### config.mk
export PLATFORM = sky130hd
export DESIGN_NAME = ucsbece154b_mem_sched
export DESIGN_NICKNAME = d
export VERILOG_FILES = /design/src/rtl/ucsbece154b_mem_sched.sv
export SDC_FILE = /design/constraint.sdc
export NUM_CORES = 1
export LEC_CHECK = 0
export ABC_AREA = 1
export CORE_MARGIN = 2
export CORE_UTILIZATION = 35
export CTS_BUF_LIST = sky130_fd_sc_hd__clkbuf_4
export CTS_CLUSTER_DIAMETER = 30
export DETAILED_ROUTE_END_ITERATION = 12
export PLACE_DENSITY = 0.92
export SETUP_SLACK_MARGIN = 0.15
export SYNTH_ARGS = -nofsm -noshare
export SYNTH_HDL_FRONTEND = slang
export SYNTH_SLANG_ARGS = --single-unit
### constraint.sdc
create_clock -name clk_i -period 6.8 [get_ports clk_i]
set_input_delay 1.7 -clock clk_i [delete_from_list [all_inputs] [get_ports clk_i]]
set_output_delay 1.7 -clock clk_i [all_outputs]
set_load 0.05 [all_outputs]
### src/rtl/ucsbece154b_mem_sched.sv
// ucsbece154b_mem_sched
// Shared-memory burst scheduler. The I-side and D-side miss paths share one
// external memory read port. Whole bursts are arbitrated round-robin, and one
// aligned burst request is issued per grant. The returned beats are then routed
// back to the side that owns the burst.
module ucsbece154b_mem_sched #(
  parameter int ADDR_WIDTH = 32,
  parameter int DATA_WIDTH = 32,
  parameter int BURST_LEN  = 4
) (
  input  logic                  clk_i,
  input  logic                  rst_i,
  input  logic                  ireq_valid_i,
  input  logic [ADDR_WIDTH-1:0] ireq_addr_i,
  output logic                  ireq_ready_o,
  input  logic                  dreq_valid_i,
  input  logic [ADDR_WIDTH-1:0] dreq_addr_i,
  output logic                  dreq_ready_o,
  output logic                  mem_req_valid_o,
  output logic [ADDR_WIDTH-1:0] mem_req_addr_o,
  input  logic                  mem_req_ready_i,
  input  logic [DATA_WIDTH-1:0] mem_rdata_i,
  input  logic                  mem_rvalid_i,
  output logic [DATA_WIDTH-1:0] iresp_data_o,
  output logic                  iresp_valid_o,
  output logic                  iresp_last_o,
  output logic [DATA_WIDTH-1:0] dresp_data_o,
  output logic                  dresp_valid_o,
  output logic                  dresp_last_o,
  output logic                  busy_o
);

  // A burst covers BURST_LEN beats of DATA_WIDTH/8 bytes each, so the address
  // is aligned to that many bytes.
  localparam int OFFS_BITS = $clog2(BURST_LEN * DATA_WIDTH / 8);
  localparam int CNT_W     = $clog2(BURST_LEN);
  localparam logic [ADDR_WIDTH-1:0] ALIGN_MASK =
    ~((ADDR_WIDTH'(1) << OFFS_BITS) - ADDR_WIDTH'(1));
  localparam logic [CNT_W-1:0] LAST_BEAT = CNT_W'(BURST_LEN - 1);

  typedef enum logic [1:0] {IDLE, REQ, DATA} state_t;
  typedef enum logic {SIDE_I = 1'b0, SIDE_D = 1'b1} side_t;

  state_t                state_q, state_d;
  side_t                 owner_q, owner_d;
  side_t                 lastGrant_q, lastGrant_d;
  logic [CNT_W-1:0]      cnt_q, cnt_d;
  logic [ADDR_WIDTH-1:0] addr_q, addr_d;
  logic                  grantI, grantD;

  // The stored address is already aligned, so it drives the memory port directly.
  assign mem_req_addr_o = addr_q;
  assign busy_o         = (state_q != IDLE);

  // State registers. An asynchronous reset drops any in-flight burst at once.
  always_ff @(posedge clk_i or posedge rst_i) begin
    if (rst_i) begin
      state_q     <= IDLE;
      owner_q     <= SIDE_I;
      lastGrant_q <= SIDE_I;
      cnt_q       <= '0;
      addr_q      <= '0;
    end else begin
      state_q     <= state_d;
      owner_q     <= owner_d;
      lastGrant_q <= lastGrant_d;
      cnt_q       <= cnt_d;
      addr_q      <= addr_d;
    end
  end

  // Round-robin pick. A lone requester always wins; on a tie the side not
  // granted last wins. Nothing is granted while reset is held.
  always_comb begin
    grantI = 1'b0;
    grantD = 1'b0;
    if (!rst_i) begin
      grantI = ireq_valid_i && (!dreq_valid_i || lastGrant_q == SIDE_D);
      grantD = dreq_valid_i && (!ireq_valid_i || lastGrant_q == SIDE_I);
    end
  end

  // Next-state logic plus the combinational handshake and response routing.
  always_comb begin
    state_d         = state_q;
    owner_d         = owner_q;
    lastGrant_d     = lastGrant_q;
    cnt_d           = cnt_q;
    addr_d          = addr_q;
    ireq_ready_o    = 1'b0;
    dreq_ready_o    = 1'b0;
    mem_req_valid_o = 1'b0;
    iresp_data_o    = '0;
    iresp_valid_o   = 1'b0;
    iresp_last_o    = 1'b0;
    dresp_data_o    = '0;
    dresp_valid_o   = 1'b0;
    dresp_last_o    = 1'b0;
    case (state_q)
      IDLE: begin
        if (grantI) begin
          ireq_ready_o = 1'b1;
          owner_d      = SIDE_I;
          lastGrant_d  = SIDE_I;
          addr_d       = ireq_addr_i & ALIGN_MASK;
          state_d      = REQ;
        end else if (grantD) begin
          dreq_ready_o = 1'b1;
          owner_d      = SIDE_D;
          lastGrant_d  = SIDE_D;
          addr_d       = dreq_addr_i & ALIGN_MASK;
          state_d      = REQ;
        end
      end
      REQ: begin
        mem_req_valid_o = 1'b1;
        if (mem_req_ready_i) begin
          cnt_d   = '0;
          state_d = DATA;
        end
      end
      DATA: begin
        if (mem_rvalid_i) begin
          if (owner_q == SIDE_I) begin
            iresp_data_o  = mem_rdata_i;
            iresp_valid_o = 1'b1;
            iresp_last_o  = (cnt_q == LAST_BEAT);
          end else begin
            dresp_data_o  = mem_rdata_i;
            dresp_valid_o = 1'b1;
            dresp_last_o  = (cnt_q == LAST_BEAT);
          end
          cnt_d = cnt_q + CNT_W'(1);
          if (cnt_q == LAST_BEAT) begin
            state_d = IDLE;
          end
        end
      end
      default: begin
        state_d = IDLE;
      end
    endcase
  end

endmodule

==> key figures <==
Status
  • Status: finished clean

Floorplanning
  • Chip height: 86.78 um
  • Die Wd: 86.78 um
  • Die area: 0.007531 mm2
  • Row cnt: 30
  • CORE AREA: 0.006719 mm2
  • Starting Density: 35.70%
  • Total I/O pin count: 206

Power
  • Pleak: 2.285 nW
  • Switch share: 55.63%
  • Net switching power figure: 0.0009352 W
  • Max rail drop VDD: 0.1948 mV
  • Pwr dens: 383.4 mW/mm2
  • Clock power frac: 8.8%
  • Internal: 0.0007459 W
  • Combinational power share: 70.6%
  • Seq pwr share: 20.6%

Timing
  • Setup TNS Final: 0 ns
  • Post-route clock period utilization: 80.12%
  • Crit path time final: 5.448 ns
  • Fmax: 183.6 MHz
  • RSZ-0062 raised after global routing: no
  • Worst Clk Skew: 0.008207 ns
  • Slew headroom: 60.95%
  • Final Slew Violations: 0
  • Worst Max-Slew Pin Slew: 0.5848 ns
  • Final hold vios: 0
  • Final setup fails: 0

Global route
  • Antenna violations before repair: 1
  • First-pass GRT wire length: 12510 um
  • Largest net degree at the start of global routing: 34
  • Vias in the first global route: 2676
  • Tot GR Track Use: 20.94%
  • Grt ovf: 0

Finish
  • Final net count: 676
  • Area grow syn2layout: 82.79%
  • Area of the multi-input gates: 0.001022 mm2
  • Final Cell Area: 0.004384 mm2
  • FF/Latch Area: 825.8 um2
  • Share of cells above drive strength 1: 5.401%
  • # fillers: 565

Detailed routing
  • Initial drt markers: 93
  • ANT nets after route: 0
  • Post-Route WL: 8114 um
  • Routed len/inst: 12.39 um
  • Vias/cell: 4.440
  • DRT Pass-1 Iters: 4
  • DR DRC count: 0
  • Routed via count: 2908

Critical path
  • Crit end category: primary output
  • Req. time, crit path: 5.10 ns
  • Max stage delay on crit path: 0.80 ns
  • Stages on the worst setup path: 7
  • CP max FO: 30
  • WS Path Type: primary input to primary output
  • Critical-path cell list: clkdlybuf4s50_1 > nand2_1 > buf_4 > nand2_1 > buf_4 > nor2_1 > clkdlybuf4s50_1
  • Launch point of the worst path: dreq_valid_i
  • Worst flop-to-flop path endpoint: mem_req_addr_o[30]$_DFFE_PP0P_
  • CP delay by family, top: buffers and inverters
  • Critical Path Source Type: primary input
  • Critical Path AT: 3.75 ns
  • R2R setup slack: 5.10 ns
  • R2R cell count: 7
  • Slowest CP cell: clkdlybuf4s50_1
  • RR Startpoint: state_q[1]$_DFFE_PP0P_
  • CP endpoint: ireq_ready_o
  • CP Buf/Inv Count: 4

Placement
  • Placed Area: 0.004303 mm2
  • RePlAce Congestion: 0.8128
  • Detail Placement HPWL: 6440 um
  • IO buf count: 193

Yosys
  • Share of the synthesized area in the top cell type: 34.43%
  • Most frequent cell after synthesis: inv_1
  • Register bit total from synthesis: 33
  • Syn avg cell area: 6.150 um2
  • Yosys cell types: 17
  • Async set-reset flop share out of synthesis: 100.0%
  • Synthesized area: 0.002399 mm2
  • Synth top area cells: dfrtp_1 (34%), inv_1 (15%), nand2_1 (14%), nand3_1 (12%), nor2_1 (9.9%)
  • EDFF count, synth: 0
  • Yosys warnings: 0
  • Syn Inst Count: 390
  • Top cell type by total area after synthesis: dfrtp_1
  • Top_reg_cell synth: dfrtp_1
  • Sequential fraction of the synthesis area: 34.43%
  • Most frequent cells after synthesis: inv_1 (95), nand2_1 (92), nor2_1 (63)

Job
  • Max_cap viols: 0

CTS
  • Clk buf depth: 2
  • Setup Buffers After CTS: 0
  • H-tree levels: 2
  • Worst-path clk slew: 0.10 ns
  • PostCTS Resize Cnt: 0
  • CTS tree: built
  • Number of buffers created by CTS: 5
  • Hold Buf Count CTS: 0
  • Worst-skew pair later-pin latency: 0.34 ns
  • # clock sinks: 33
  • Root Driver: clkbuf_4

Min path
  • Hold Crit Class: flip-flop to flip-flop
routing by layer:
layer / share of wire (%) / GRT usage, % / routed length [um]
met1: 37 / 21.90 / 2996
met2: 53 / 40.11 / 4310
met3: 7.1 / 5.048 / 576
met4: 2.8 / 7.386 / 231
met5: 0 / 0 / 0
cell families (layout without fill, tap and decap cells):
| family | count (synthesis) | in the layout | synth area share, % |
|---|---|---|---|
| AO/OA/AOI/OAI | 5 | 5 | 1.252 |
| adder cells (fa/ha/maj) | 1 | 1 | 0.5216 |
| buffers and inverters | 125 | 306 | 23.53 |
| flip-flops | 33 | 33 | 34.43 |
| other | 1 | 5 | 0.1563 |
| AND/OR/NAND/NOR | 225 | 225 | 40.12 |
worst register-to-register path: cells and delay by family (launching register included):
family                 cells  cell delay (ns)
and+or+nand+nor            4             0.44
DFF                        1             0.44
buffers and inverters      3             0.69
power by group through the flow:
stage	registers (W)	logic [W]	clock network, W
after floorplan	0.000614	0.000537	0
after global placement	0.000345	0.00117	0
after detailed placement	0.000348	0.00119	0
after CTS	0.000347	0.00119	0.000154
after global routing	0.000357	0.00125	0.000161
final	0.000347	0.00119	0.000148
registers in the layout (all words and copies together), names as in the netlist:
signal          flops
lastGrant_q         1
mem_req_addr_o     28
state_q             2
cnt_q               2
stage by stage:
step	setup slack (ns)	hold slack (ns)	power (W)	utilization [%]	cells
final	1.352	0.4871	0.001681	65.25	655
after global routing	1.216	0.5133	0.001769	65.25	655
after CTS	1.328	0.4934	0.001695	65.21	654
after detailed placement	1.333	0.4656	0.001541	64.04	646
after global placement	1.369	0.4625	0.001516	64.04	646
after floorplan	1.612	0.4683	0.001151	-	393
layout make-up:
type / count / share of cell area, %
Antenna cell: 1 / 0.05708
Clock buffer: 6 / 1.027
Clock inverter: 2 / 0.7705
Inverter: 100 / 8.562
Multi-Input combinational cell: 235 / 23.32
Sequential cell: 33 / 18.84
Tap cell: 80 / 2.283
Timing Repair Buffer: 198 / 45.15
worst min-delay path by stage:
stage | start | cells after the start | to
2_1_floorplan | cnt_q[0]$_DFFE_PP0P_ | 1 | cnt_q[0]$_DFFE_PP0P_
3_3_place_gp | mem_req_addr_o[7]$_DFFE_PP0P_ | 2 | mem_req_addr_o[7]$_DFFE_PP0P_
3_5_place_dp | mem_req_addr_o[19]$_DFFE_PP0P_ | 2 | mem_req_addr_o[19]$_DFFE_PP0P_
4_1_cts | mem_req_addr_o[19]$_DFFE_PP0P_ | 2 | mem_req_addr_o[19]$_DFFE_PP0P_
5_1_grt | mem_req_addr_o[19]$_DFFE_PP0P_ | 2 | mem_req_addr_o[19]$_DFFE_PP0P_
6_report | mem_req_addr_o[19]$_DFFE_PP0P_ | 2 | mem_req_addr_o[19]$_DFFE_PP0P_
layout by cell type, fill, tap and decap left out, types with 3 or more instances in the layout:
master and count:
inv_2 5, nor2_2 9, buf_4 5, nand2_1 92, conb_1 4, nor2_1 62
clkdlybuf4s50_1 192, o21ai_0 3, nand3_1 58, nor2_4 3, inv_1 95, dfrtp_1 33
clkbuf_4 6
(Power assumes the default switching activity.)
